==> src/rtl/wb_commit_sched.sv <==
// wb_commit_sched: fixed-priority writeback scheduler with aging escape and a registered output beat.
// Define WB_SCHED_PERF_EN to add the stall and starve-grant performance counters.
module wb_commit_sched #(
    parameter int NUM_REQS     = 5,
    parameter int DATAW        = 64,
    parameter int STARVE_LIMIT = 15,
    localparam int CNTW        = $clog2(STARVE_LIMIT + 1),
    localparam int IDXW        = $clog2(NUM_REQS)
) (
    input  logic                      clk,
    input  logic                      reset,
    input  logic [NUM_REQS-1:0]       valid_in,
    input  logic [NUM_REQS*DATAW-1:0] data_in,
    output logic [NUM_REQS-1:0]       ready_in,
    output logic                      valid_out,
    output logic [DATAW-1:0]          data_out,
    output logic [IDXW-1:0]           sel_idx,
    input  logic                      ready_out
`ifdef WB_SCHED_PERF_EN
    ,
    output logic [43:0]               perf_stall_cycles,
    output logic [31:0]               perf_starve_grants
`endif
);
    logic                can_load;
    logic                any_starve;
    logic [NUM_REQS-1:0] starve;
    logic [NUM_REQS-1:0] pick;
    logic [IDXW-1:0]     gidx;
    logic [CNTW-1:0]     wait_cnt [NUM_REQS];

    // Starving requesters override plain priority; lowest index wins within either set.
    always_comb begin
        can_load = ~valid_out | ready_out;
        starve = '0;
        for (int i = 0; i < NUM_REQS; i++)
            starve[i] = valid_in[i] && (wait_cnt[i] == CNTW'(STARVE_LIMIT));
        any_starve = |starve;
        pick = any_starve ? starve : valid_in;
        gidx = '0;
        for (int i = NUM_REQS - 1; i >= 0; i--)
            if (pick[i]) gidx = IDXW'(i);
        ready_in = '0;
        if (reset && can_load && |pick) ready_in[gidx] = 1'b1;
    end

    always_ff @(posedge clk or negedge reset) begin
        if (!reset) begin
            for (int i = 0; i < NUM_REQS; i++) wait_cnt[i] <= '0;
        end else begin
            for (int i = 0; i < NUM_REQS; i++)
                wait_cnt[i] <= (!valid_in[i] || ready_in[i]) ? '0 :
                               (wait_cnt[i] == CNTW'(STARVE_LIMIT)) ? wait_cnt[i] : wait_cnt[i] + CNTW'(1);
        end
    end

    always_ff @(posedge clk or negedge reset) begin
        if (!reset) begin
            valid_out <= 1'b0;
            data_out  <= '0;
            sel_idx   <= '0;
        end else if (|ready_in) begin
            valid_out <= 1'b1;
            data_out  <= data_in[int'(gidx)*DATAW +: DATAW];
            sel_idx   <= gidx;
        end else if (ready_out) begin
            valid_out <= 1'b0;
        end
    end

`ifdef WB_SCHED_PERF_EN
    always_ff @(posedge clk or negedge reset) begin
        if (!reset) begin
            perf_stall_cycles  <= '0;
            perf_starve_grants <= '0;
        end else begin
            if (valid_out && !ready_out) perf_stall_cycles <= perf_stall_cycles + 44'd1;
            if (|ready_in && any_starve) perf_starve_grants <= perf_starve_grants + 32'd1;
        end
    end
`endif
endmodule

==> config.mk <==
export PLATFORM = sky130hd
export DESIGN_NAME = wb_commit_sched
export DESIGN_NICKNAME = d
export VERILOG_FILES = /design/src/rtl/wb_commit_sched.sv
export SDC_FILE = /design/constraint.sdc
export NUM_CORES = 1
export LEC_CHECK = 0
export ABC_AREA = 1
export CORE_AREA = 4 4 152 154
export DETAILED_ROUTE_END_ITERATION = 8
export DIE_AREA = 0 0 156 158
export HOLD_SLACK_MARGIN = 0.02
export PLACE_DENSITY = 0.75
export RECOVER_POWER = 100
export SYNTH_ARGS = -nofsm -noshare
export SYNTH_HDL_FRONTEND = slang
export SYNTH_SLANG_ARGS = --single-unit
export TNS_END_PERCENT = 50
==> constraint.sdc <==
create_clock -name clk -period 4.61 [get_ports clk]
set_input_delay 0.922 -clock clk [delete_from_list [all_inputs] [get_ports clk]]
set_output_delay 0.922 -clock clk [all_outputs]
set_load 0.05 [all_outputs]
==> summary.log, run 1 <==
[outcome] status finished, violations left
[outcome] violated checks max-capacitance violations, max-slew violations
[drt] total length of routed wires 32210 um
[layout] utilization of the core after routing 0.5730
[worst_hold_path] worst hold path startpoint sel_idx[2]
[flow_run] maxcap violations 1
[layout] most common cell after layout, fill and taps aside sky130_fd_sc_hd__inv_1
[worst_hold_path] min-delay worst type flop to flop
[power_and_ir_drop] static leakage 6.712 nW
[timing] worst hold slack across all endpoints 0.4867 ns
[layout] most used cells in the layout excluding fill and tap cells 398 x sky130_fd_sc_hd__inv_1, 341 x sky130_fd_sc_hd__nand3_1, 325 x sky130_fd_sc_hd__clkdlybuf4s50_1
[global_routing] GRT Total Usage 0.2489
[place] count of port buffers added during placement 400
[clock_network] maximum clock path buffer count 2
[layout] Total Nets Final 2085
[setup_path] Worst path most repeated cell sky130_fd_sc_hd__nand2_1
[power_and_ir_drop] power consumption 3.121 mW
[logic_synthesis] post-synthesis cell type count 29
[drt] antenna-violating nets left 0
[floorplanning] area of the die 0.02465 mm^2
[place] placed wire-length estimate after detailed placement 23720 um
[timing] Rel. slew slack -0.7308
[setup_path] RR Endpoint data_out[20]
[timing] maximum frequency from static timing analysis 243.0 MHz
[timing] unrepaired setup endpoints after global routing no
[logic_synthesis] adder-cell share of the synthesized area 0.007730
[clock_network] clock root buffer master sky130_fd_sc_hd__clkbuf_16
[logic_synthesis] combinational family with the most area after synthesis simple AND/OR/NAND/NOR gates
[drt] drt initial violations 757
[clock_network] CTS Hold Bufs 0
[setup_path] critical-path cell list dlygate4sd3_1 -> nand4_1 -> nand2_1 -> nor2_1 -> nand3_1 -> nand2_1 -> nor2_4 -> nand2_1 -> nand2_1 -> nand2_2 -> nand3_1 -> inv_1 -> buf_12
[clock_network] deepest level of the CTS H-tree 3
[global_routing] maximum number of pins on one net before global-route repair 88
[setup_path] worst r2r path cells 16
[layout] layout cell share with drive strength beyond 1 0.05009
[timing] Final Skew 0.01326 ns
[global_routing] overflow left after global routing 0
[layout] fill cell count 2128
[place] weighted congestion reported at the end of routability-driven placement 0.9101
[floorplanning] core box area 0.02169 mm^2
[floorplanning] Die H 158 um
[logic_synthesis] Synth Cell Area 0.008093 mm^2
[timing] time the worst path needs with I/O delays and setup 4.115 ns
[clock_network] total clock buffers created by CTS 9
[timing] final number of max-transition violations 46
[logic_synthesis] multiplexer area fraction after synthesis 0
[timing] post-route clock period utilization 0.8926
[setup_path] capturing element type of the critical path output pin
[floorplanning] total I/O pin count 401
[clock_network] number of sinks on the clock net 88
[setup_path] worst reg-to-reg setup slack 1.46 ns
[power_and_ir_drop] power per unit of standard cell area 251.2 mW/mm^2
[clock_network] CTS-repair resized insts 0
[drt] detailed-route wire length per cell 15.80 um
[logic_synthesis] total of flip-flops plus latches after synthesis 88
[drt] total via count after detailed routing 9680
[logic_synthesis] Mapped Nets 1735
[clock_network] number of setup buffers added after CTS 0
[floorplanning] initial cell density of the core 0.3731
[logic_synthesis] proportion of synthesized chip area in sequential cells 0.2721
[timing] PnR worst setup slack 0.4951 ns
[drt] DRT Pass-1 Iters 5
[logic_synthesis] number of instances in the synthesized netlist 1402
[global_routing] number of antenna violations at the first check in global routing 3
[layout] Register Area 0.002202 mm^2
[clock_network] clock-pin slew reported for the worst setup and hold paths after clock tree synthesis 0.08 ns
[logic_synthesis] Yosys warnings 0
[floorplanning] Die Wd 156 um
[logic_synthesis] Avg Synthesized Cell Area 5.772 um^2
[clock_network] clock latency reported for the late side of the worst-skew pair 0.35 ns
[worst_hold_path] capture endpoint of the worst hold path sel_idx[2]
[timing] final setup fails 0
[timing] actual transition at the worst max-transition pin 2.596 ns
[timing] Hold Vio Cnt, Final 0
[power_and_ir_drop] highest ir drop seen on vdd 0.0001639 V
[clock_network] CTS tree built
[drt] drt drc 0
[layout] area used by multi-input combinational logic 0.003933 mm^2
[setup_path] Slowest cell on crit path sky130_fd_sc_hd__dlygate4sd3_1
[setup_path] worst setup path category input port to output pin
[setup_path] worst-path maximum fanout 5
[layout] Area Overhead vs Synth 53.56%
[logic_synthesis] share of the synthesized area in compound gates (AO/OA/AOI/OAI) 0.01562
[setup_path] WP data required 3.69 ns
[setup_path] data arrival at the endpoint of the critical path 3.19 ns
[worst_hold_path] Hold Path Depth 2
[drt] average via count per standard cell 4.750
[timing] setup TNS 0 ns
[setup_path] biggest cell delay along the critical path 0.63 ns
[place] pre-CTS WS 0.7394 ns
[setup_path] startpoint class of the critical path input port
[global_routing] first-pass GRT wire length 48760 um
[logic_synthesis] post-synthesis xor/xnor area fraction 0.009740
[logic_synthesis] simple-gate share of the synthesized area 0.4516
[global_routing] number of global-route vias before repair 9368
[setup_path] Worst R2R Start wait_cnt[8]
[floorplanning] Core Rows 54
[cells by family after synthesis]
logic type	count (synthesis)
simple gates	799
buf+inv	477
flops	88
compound gates	24
xor+xnor	9
fa+ha+maj	5
[critical path, delay by kind of cell]
family / cells / cell delay [ns]
buffers and inverters: 3 / 0.91
AND/OR/NAND/NOR: 10 / 1.34
[cell usage after synthesis (all sizes together)]
| cell type | n | area (um^2) |
|---|---|---|
| clkbuf | 17 | 66.31 |
| ha | 5 | 62.56 |
| nor2 | 149 | 576.8 |
| nand4 | 4 | 25.02 |
| o21a | 1 | 7.510 |
| xnor2 | 4 | 35.03 |
| or2 | 65 | 406.6 |
| nand2 | 235 | 894.6 |
| a21oi | 13 | 65.06 |
| inv | 401 | 1505 |
| nor3 | 2 | 10.01 |
| dfrtp | 88 | 2202 |
| nand3 | 344 | 1742 |
| xor2 | 5 | 43.79 |
| o21ai | 10 | 53.80 |
| buf | 59 | 396.6 |
[layout make-up]
type | count | share of cell area
Antenna cell | 1 | 0.0002014
Clock buffer | 9 | 0.01812
Clock inverter | 7 | 0.004934
Inverter | 401 | 0.1213
Multi-Input combinational cell | 837 | 0.3165
Sequential cell | 88 | 0.1772
Tap cell | 280 | 0.02819
Timing Repair Buffer | 415 | 0.3336
[how the worst max path moves through the flow]
stage	from	endpoint	depth (start not counted)
after global placement	valid_in[3]	ready_in[0]	12
after CTS	valid_in[3]	ready_in[0]	12
final	valid_in[3]	ready_in[3]	13
after global routing	valid_in[3]	ready_in[3]	13
after floorplan	valid_in[1]	ready_in[1]	10
after detailed placement	valid_in[3]	ready_in[0]	12
[routing by layer]
metal,vias up,track usage,part of all wire
met4,4,0.07920,0.022
met5,-,0,0.00084
met3,47,0.06178,0.084
met2,414,0.4469,0.50
li1,4836,-,-
met1,4379,0.2917,0.39
[sequential cells by signal (all words and copies together), names as in the netlist]
register   cells
wait_cnt      20
valid_out      1
sel_idx        3
data_out      64
[stage by stage]
stage          instance area (um^2)  cells
2_1_floorplan                  8093   1402
3_3_place_gp                  12170   2021
3_5_place_dp                  12170   2021
4_1_cts                       12450   2037
5_1_grt                       12430   2038
6_report                      12430   2038
[power breakdown]
| part | internal (mW) | switching [mW] |
|---|---|---|
| Combinational | 0.580 | 0.856 |
| Sequential | 0.885 | 0.0673 |
| Clock | 0.378 | 0.355 |
| Total | 1.84 | 1.28 |
No activity file was read; power rests on OpenSTA's default activity.
==> run 2: changes to the inputs <==
--- a/config.mk
+++ b/config.mk
@@ -5,13 +5,12 @@
 export SDC_FILE = /design/constraint.sdc
 export NUM_CORES = 1
 export LEC_CHECK = 0
-export ABC_AREA = 1
-export CORE_AREA = 4 4 152 154
+export CORE_AREA = 4 4 155 157
 export DETAILED_ROUTE_END_ITERATION = 8
-export DIE_AREA = 0 0 156 158
+export DIE_AREA = 0 0 159 161
 export HOLD_SLACK_MARGIN = 0.02
-export PLACE_DENSITY = 0.75
 export RECOVER_POWER = 100
+export SKIP_LAST_GASP = 1
 export SYNTH_ARGS = -nofsm -noshare
 export SYNTH_HDL_FRONTEND = slang
 export SYNTH_SLANG_ARGS = --single-unit
==> summary.log, run 2 <==
[drt] total via count after detailed routing 7507 [-22%]
[place] weighted congestion reported at the end of routability-driven placement 0.8654 [-4.9%]
[global_routing] number of global-route vias before repair 7737 [-17%]
[layout] layout cell share with drive strength beyond 1 0.06733 [+0.01725]
[setup_path] startpoint class of the critical path input port
[logic_synthesis] post-synth top area share 0.3500 [+0.07786]
[logic_synthesis] async set-reset flop share out of synthesis 1.000 [unchanged]
[drt] Met1 Routed Length 12440 um [-1.2%]
[outcome] status finished, violations left
[setup_path] worst setup path category input port to output pin
[logic_synthesis] number of instances in the synthesized netlist 732 [-48%]
[clock_network] clock latency reported for the late side of the worst-skew pair 0.35 ns [about the same]
[logic_synthesis] largest area contributor in the netlist sky130_fd_sc_hd__dfrtp_1
[layout] Register Area 0.002202 mm^2 [unchanged]
[drt] drt drc 0 [unchanged]
[logic_synthesis] total of flip-flops plus latches after synthesis 88 [unchanged]
[layout] Area Overhead vs Synth 71.96%
[clock_network] CTS-repair resized insts 0 [unchanged]
[timing] Final Skew 0.01114 ns [-0.002115 ns]
[drt] total length of routed wires 31760 um [-1.4%]
[timing] unrepaired setup endpoints after global routing no
[floorplanning] total I/O pin count 401 [unchanged]
[logic_synthesis] Mapped Nets 1065 [-39%]
[layout] Largest regs data_out: 64 flops, wait_cnt: 20 flops, sel_idx: 3 flops
[global_routing] overflow left after global routing 0 [unchanged]
[worst_hold_path] worst hold path startpoint sel_idx[1]
[worst_hold_path] Hold Path Depth 2 [unchanged]
[power_and_ir_drop] static leakage 4.261 nW [-37%]
[floorplanning] initial cell density of the core 0.2796 [-0.09352]
[timing] final number of max-transition violations 43 [-6.5%]
[logic_synthesis] Synth Cell Area 0.006292 mm^2 [-22%]
[global_routing] GRT Total Usage 0.2343 [-0.01465]
[timing] post-route clock period utilization 0.9155 [+0.02294]
[drt] met3 WL post-DR 2540 um [-6.5%]
[logic_synthesis] cells taking the most area after synthesis sky130_fd_sc_hd__dfrtp_1 35%, sky130_fd_sc_hd__nor2_1 9.2%, sky130_fd_sc_hd__a221oi_1 8.9%
[layout] register with the highest flop count data_out
[logic_synthesis] cell with the most instances after synthesis sky130_fd_sc_hd__nor2_1
[timing] setup TNS 0 ns [unchanged]
[drt] highest metal layer with signal wires met5
[logic_synthesis] dominant synthesized flop cell sky130_fd_sc_hd__dfrtp_1
[clock_network] total clock buffers created by CTS 9 [unchanged]
[clock_network] number of sinks on the clock net 88 [unchanged]
[floorplanning] area of the die 0.02560 mm^2 [+3.9%]
[clock_network] clock root buffer master sky130_fd_sc_hd__clkbuf_16
[global_routing] maximum number of pins on one net before global-route repair 48 [-45%]
[drt] Met2 Wirelength 15830 um [-2.1%]
[timing] actual transition at the worst max-transition pin 2.300 ns [-0.2958 ns]
[clock_network] deepest level of the CTS H-tree 3 [unchanged]
[drt] antenna-violating nets left 0 [unchanged]
[floorplanning] Die H 161 um [+1.9%]
[floorplanning] core box area 0.02250 mm^2 [+3.8%]
[place] count of port buffers added during placement 400 [unchanged]
[flow_run] maxcap violations 1 [unchanged]
[setup_path] data arrival at the endpoint of the critical path 3.30 ns [+0.11 ns]
[setup_path] worst setup path startpoint valid_in[1]
[logic_synthesis] Yosys warnings 0 [unchanged]
[clock_network] CTS Hold Bufs 0 [unchanged]
[timing] Rel. slew slack -0.5336 [+0.1972]
[power_and_ir_drop] power consumption 3.032 mW [-2.9%]
[global_routing] first-pass GRT wire length 47270 um [-3.1%]
[layout] most used cells in the layout excluding fill and tap cells 324 x sky130_fd_sc_hd__clkdlybuf4s50_1, 154 x sky130_fd_sc_hd__nor2_1, 88 x sky130_fd_sc_hd__dfrtp_1
[setup_path] Worst R2R Start wait_cnt[12]
[outcome] violated checks max-capacitance violations, max-slew violations
[global_routing] number of antenna violations at the first check in global routing 4 [+1]
[power_and_ir_drop] power per unit of standard cell area 280.2 mW/mm^2 [+12%]
[place] Post-DP Area 0.01061 mm^2 [-13%]
[drt] drt initial violations 461 [-39%]
[clock_network] maximum clock path buffer count 2 [unchanged]
[logic_synthesis] proportion of synthesized chip area in sequential cells 0.3500 [+0.07786]
[clock_network] number of setup buffers added after CTS 0 [unchanged]
[timing] maximum frequency from static timing analysis 236.9 MHz [-2.5%]
[clock_network] CTS tree built
[timing] Hold Vio Cnt, Final 0 [unchanged]
[drt] detailed-route wire length per cell 22.91 um [+45%]
[place] placed wire-length estimate after detailed placement 23450 um [-1.1%]
[logic_synthesis] number of enable flip-flop cells after synthesis 0 [unchanged]
[drt] average via count per standard cell 5.416 [+14%]
[logic_synthesis] post-synthesis cell type count 39 [+34%]
[layout] area used by multi-input combinational logic 0.003760 mm^2 [-4.4%]
[drt] DRT Pass-1 Iters 5 [unchanged]
[setup_path] capturing element type of the critical path output pin
[logic_synthesis] Avg Synthesized Cell Area 8.596 um^2 [+49%]
[layout] Total Nets Final 1427 [-32%]
[layout] most common cell after layout, fill and taps aside sky130_fd_sc_hd__clkdlybuf4s50_1
[floorplanning] Core Rows 55 [+1.9%]
[setup_path] worst r2r path cells 10 [-6]
[worst_hold_path] min-delay worst type flop to flop
[setup_path] WP data required 3.69 ns [about the same]
[layout] flip-flop count of the largest register, all copies and words added 64 [unchanged]
[floorplanning] Die Wd 159 um [+1.9%]
[power_and_ir_drop] highest ir drop seen on vdd 0.0001425 V [-13%]
[clock_network] clock-pin slew reported for the worst setup and hold paths after clock tree synthesis 0.07 ns [about the same]
[timing] final setup fails 0 [unchanged]
[layout] fill cell count 2232 [+4.9%]
[layout] post-route cell area 0.01082 mm^2 [-13%]
[setup_path] worst-path maximum fanout 39 [+34]
[timing] time the worst path needs with I/O delays and setup 4.221 ns [+0.1058 ns]
[logic_synthesis] leading cell types by count after synthesis 154 x sky130_fd_sc_hd__nor2_1, 88 x sky130_fd_sc_hd__dfrtp_1, 68 x sky130_fd_sc_hd__a21oi_1
==> run 2: cell count changes in the layout (fill, tap and decap cells not counted), sizes merged, moves of 6 or more <==
cell | previous run | this run
nand3 | 344 | 13
and3 | 0 | 67
clkbuf | 11 | 21
or2 | 65 | 0
a211oi | 0 | 66
inv | 406 | 2
a21oi | 13 | 68
a2bb2oi | 0 | 64
nand2 | 235 | 13
a221oi | 0 | 64
nor3 | 2 | 9
nand2b | 0 | 6
==> run 2: kinds of logic (layout without fill, tap and decap cells) <==
| group | Yosys count | count (layout) | share of synthesized area |
|---|---|---|---|
| other cells | 0 | 2 | 0 |
| buf+inv | 73 | 440 | 0.05289 |
| mux | 4 | 4 | 0.006363 |
| fa+ha+maj | 5 | 5 | 0.009942 |
| flops | 88 | 88 | 0.3500 |
| simple gates | 277 | 277 | 0.2110 |
| compound gates | 280 | 280 | 0.3629 |
| xor+xnor | 5 | 5 | 0.006959 |
==> run 2: area by class of cell <==
| cell class | instances | area share |
|---|---|---|
| clock inverter | 4 | 0.004972 |
| inverter | 2 | 0.0006938 |
| timing repair buffer | 422 | 0.3871 |
| tap | 285 | 0.03296 |
| sequential | 88 | 0.2035 |
| antenna | 2 | 0.0004625 |
| multi-input combinational | 571 | 0.3475 |
| clock buffer | 12 | 0.02278 |
==> run 2: worst max-delay path: stages <==
cell and delay (ns):
sky130_fd_sc_hd__dlygate4sd3_1 0.65, sky130_fd_sc_hd__nand4_1 0.19, sky130_fd_sc_hd__nand3_1 0.15, sky130_fd_sc_hd__o21ai_0 0.11, sky130_fd_sc_hd__and2_4 0.34, sky130_fd_sc_hd__nor4b_1 0.40, sky130_fd_sc_hd__clkbuf_1 0.53
==> run 2: path summary, 6_finish.rpt <==
| check | end | slack, ns |
|---|---|---|
| max | ready_in[2] | 0.39 |
| min | sel_idx[1] | 0.48 |
| max reg2reg | sel_idx[0] | 1.14 |
| min reg2reg | sel_idx[1] | 0.48 |
| max in group asynchronous | data_out[5] | 1.51 |
| min in group asynchronous | data_out[44] | 1.39 |
==> run 2: layer usage <==
metal,track usage,vias up
li1,-,3556
met1,0.2756,3576
met2,0.4098,322
met3,0.07119,49
met4,0.07613,4
met5,0,-
==> run 2: through the flow <==
step,hold WS [ns],cells,worst slack (ns),util
after CTS,0.4845,1384,0.5993,0.4848
after global placement,0.4578,1368,0.6776,0.4715
after detailed placement,0.4688,1368,0.6137,0.4715
after global routing,0.5165,1386,0.2887,0.4808
final,0.4793,1386,0.3894,0.4808
after floorplan,0.4922,732,0.3092,-
==> run 2: where the power goes <==
part / leakage [nW] / switching (mW) / internal (mW) / total (mW)
registers: 1.02 / 0.0685 / 0.884 / 0.952
clock network: 0.139 / 0.330 / 0.437 / 0.767
logic: 3.10 / 0.750 / 0.562 / 1.31
==> run 3: changes to the inputs <==
--- a/config.mk
+++ b/config.mk
@@ -5,10 +5,13 @@
 export SDC_FILE = /design/constraint.sdc
 export NUM_CORES = 1
 export LEC_CHECK = 0
-export CORE_AREA = 4 4 155 157
+export ABC_AREA = 1
+export CORE_AREA = 4 4 152 154
+export CTS_BUF_LIST = sky130_fd_sc_hd__clkbuf_8
 export DETAILED_ROUTE_END_ITERATION = 8
-export DIE_AREA = 0 0 159 161
+export DIE_AREA = 0 0 156 158
 export HOLD_SLACK_MARGIN = 0.02
+export PLACE_DENSITY = 0.75
 export RECOVER_POWER = 100
 export SKIP_LAST_GASP = 1
 export SYNTH_ARGS = -nofsm -noshare
==> summary.log, run 3 (synthesis gave the netlist of run 1 again) <==
[layout] Largest regs data_out: 64 flops, wait_cnt: 20 flops, sel_idx: 3 flops
[floorplanning] area of the die 0.02465 mm^2 [-3.7%]
[worst_hold_path] min-delay worst type flop to flop
[layout] post-route cell area 0.01233 mm^2 [+14%]
[clock_network] deepest level of the CTS H-tree 3 [unchanged]
[floorplanning] initial cell density of the core 0.3731 [+0.09352]
[setup_path] data arrival at the endpoint of the critical path 3.18 ns [-0.12 ns]
[power_and_ir_drop] power per unit of standard cell area 237.8 mW/mm^2 [-15%]
[layout] Area Overhead vs Synth 52.30%
[clock_network] clock-pin slew reported for the worst setup and hold paths after clock tree synthesis 0.11 ns [+0.04 ns]
[timing] PnR worst setup slack 0.5122 ns [+0.1228 ns]
[flow_run] maxcap violations 1 [unchanged]
[clock_network] CTS tree built
[drt] DRT Pass-1 Iters 5 [unchanged]
[drt] drt drc 0 [unchanged]
[global_routing] overflow left after global routing 0 [unchanged]
[layout] register with the highest flop count data_out
[global_routing] first-pass GRT wire length 48660 um [+2.9%]
[timing] time the worst path needs with I/O delays and setup 4.098 ns [-0.1228 ns]
[drt] total length of routed wires 32020 um [+0.82%]
[timing] Final Skew 0.01771 ns [+0.006568 ns]
[clock_network] clock root buffer master sky130_fd_sc_hd__clkbuf_8
[timing] actual transition at the worst max-transition pin 2.597 ns [+0.2961 ns]
[timing] final setup fails 0 [unchanged]
[global_routing] number of antenna violations at the first check in global routing 3 [-1]
[clock_network] number of sinks on the clock net 88 [unchanged]
[layout] Final Non-Filler Cells 2038 [+47%]
[floorplanning] core box area 0.02169 mm^2 [-3.6%]
[global_routing] GRT Total Usage 0.2484 [+0.01413]
[setup_path] worst setup path category input port to output pin
[timing] setup TNS 0 ns [unchanged]
[timing] final number of max-transition violations 46 [+7.0%]
[timing] Hold Vio Cnt, Final 0 [unchanged]
[setup_path] WP data required 3.69 ns [about the same]
[clock_network] clock latency reported for the late side of the worst-skew pair 0.38 ns [+0.03 ns]
[layout] most common cell after layout, fill and taps aside sky130_fd_sc_hd__inv_1
[outcome] violated checks max-capacitance violations, max-slew violations
[timing] Rel. slew slack -0.7311 [-0.1974]
[drt] average via count per standard cell 4.723 [-13%]
[setup_path] Worst path most repeated cell sky130_fd_sc_hd__nand2_1
[layout] flip-flop count of the largest register, all copies and words added 64 [unchanged]
[floorplanning] total I/O pin count 401 [unchanged]
[place] count of port buffers added during placement 400 [unchanged]
[clock_network] maximum clock path buffer count 2 [unchanged]
[power_and_ir_drop] power consumption 2.931 mW [-3.3%]
[power_and_ir_drop] static leakage 6.666 nW [+56%]
[place] placed wire-length estimate after detailed placement 23720 um [+1.1%]
[power_and_ir_drop] highest ir drop seen on vdd 0.0001274 V [-11%]
[setup_path] biggest cell delay along the critical path 0.62 ns [-0.03 ns]
[clock_network] total clock buffers created by CTS 9 [unchanged]
[place] Post-DP Area 0.01217 mm^2 [+15%]
[clock_network] CTS Hold Bufs 0 [unchanged]
[place] Placed Cells incl. Taps 2021 [+48%]
[setup_path] Slowest cell on crit path sky130_fd_sc_hd__dlygate4sd3_1
[floorplanning] Die Wd 156 um [-1.9%]
[drt] drt initial violations 701 [+52%]
[drt] detailed-route wire length per cell 15.71 um [-31%]
[floorplanning] Die H 158 um [-1.9%]
[layout] most used cells in the layout excluding fill and tap cells 398 x sky130_fd_sc_hd__inv_1, 341 x sky130_fd_sc_hd__nand3_1, 325 x sky130_fd_sc_hd__clkdlybuf4s50_1
[timing] unrepaired setup endpoints after global routing no
[global_routing] maximum number of pins on one net before global-route repair 88 [+83%]
[place] pre-CTS WS 0.7394 ns [+0.1257 ns]
[layout] layout cell share with drive strength beyond 1 0.05009 [-0.01725]
[drt] total via count after detailed routing 9626 [+28%]
[global_routing] number of global-route vias before repair 9352 [+21%]
[setup_path] worst-path maximum fanout 5 [-87%]
[layout] Total Nets Final 2085 [+46%]
[setup_path] capturing element type of the critical path output pin
[setup_path] critical-path cell list dlygate4sd3_1 -> nand4_1 -> nand2_1 -> nor2_1 -> nand3_1 -> nand2_1 -> nor2_4 -> nand2_1 -> nand2_1 -> nand2_2 -> nand3_1 -> inv_1 -> buf_12
[timing] maximum frequency from static timing analysis 244.0 MHz [+3.0%]
[drt] antenna-violating nets left 0 [unchanged]
[timing] post-route clock period utilization 0.8889 [-0.02665]
[clock_network] CTS-repair resized insts 0 [unchanged]
[timing] worst hold slack across all endpoints 0.4953 ns [+0.01601 ns]
[place] weighted congestion reported at the end of routability-driven placement 0.9101 [+5.2%]
[outcome] status finished, violations left
[layout] fill cell count 2135 [-4.3%]
[clock_network] number of setup buffers added after CTS 0 [unchanged]
[setup_path] startpoint class of the critical path input port
[layout] utilization of the core after routing 0.5683 [+0.08746]
[floorplanning] Core Rows 54 [-1.8%]
[run 3: changes by cell type in the layout (fill, tap and decap cells not counted), sizes merged, moves of 6 or more]
cell | previous run | this run
nand2 | 13 | 235
nand3 | 13 | 344
a221oi | 64 | 0
a2bb2oi | 64 | 0
nor3 | 9 | 2
or2 | 0 | 65
and3 | 67 | 0
inv | 2 | 406
nand2b | 6 | 0
clkbuf | 21 | 11
a211oi | 66 | 0
a21oi | 68 | 13
[run 3: worst max-delay path, delay by kind of cell]
kind / cells / cell delay (ns)
buffers and inverters: 3 / 0.90
AND/OR/NAND/NOR: 10 / 1.34
[run 3: power breakdown]
group	total, mW	switching [mW]	internal (mW)
Combinational	1.44	0.856	0.580
Clock	0.544	0.336	0.208
Sequential	0.952	0.0670	0.885
Total	2.93	1.26	1.67
[run 3: worst paths after layout]
kind                              from           end  slack (ns)  cells after the start
setup / recovery           valid_in[3]   ready_in[3]        0.51                     13
hold / removal              sel_idx[2]    sel_idx[2]        0.50                      2
setup reg to reg           wait_cnt[8]  data_out[52]        1.48                     16
hold reg to reg             sel_idx[2]    sel_idx[2]        0.50                      2
max in group asynchronous        reset  data_out[25]        1.19                      2
min in group asynchronous        reset     valid_out        0.52                      1
[run 3: layout make-up]
class / count / area, um^2 / area share
tap: 280 / 350.3 / 0.02842
multi-input combinational: 837 / 3933 / 0.3191
antenna: 1 / 2.502 / 0.0002030
sequential: 88 / 2202 / 0.1787
clock inverter: 7 / 61.31 / 0.004974
inverter: 401 / 1508 / 0.1223
timing repair buffer: 415 / 4145 / 0.3363
clock buffer: 9 / 123.9 / 0.01005
[run 3: metal layers]
metal,global-route usage,wire length (um),up-vias,part of all wire
met5,0,27,-,0.00084
met3,0.05686,2508,59,0.078
met1,0.2927,12680,4345,0.40
met4,0.08962,875,4,0.027
li1,-,-,4838,-
met2,0.4424,15930,380,0.50
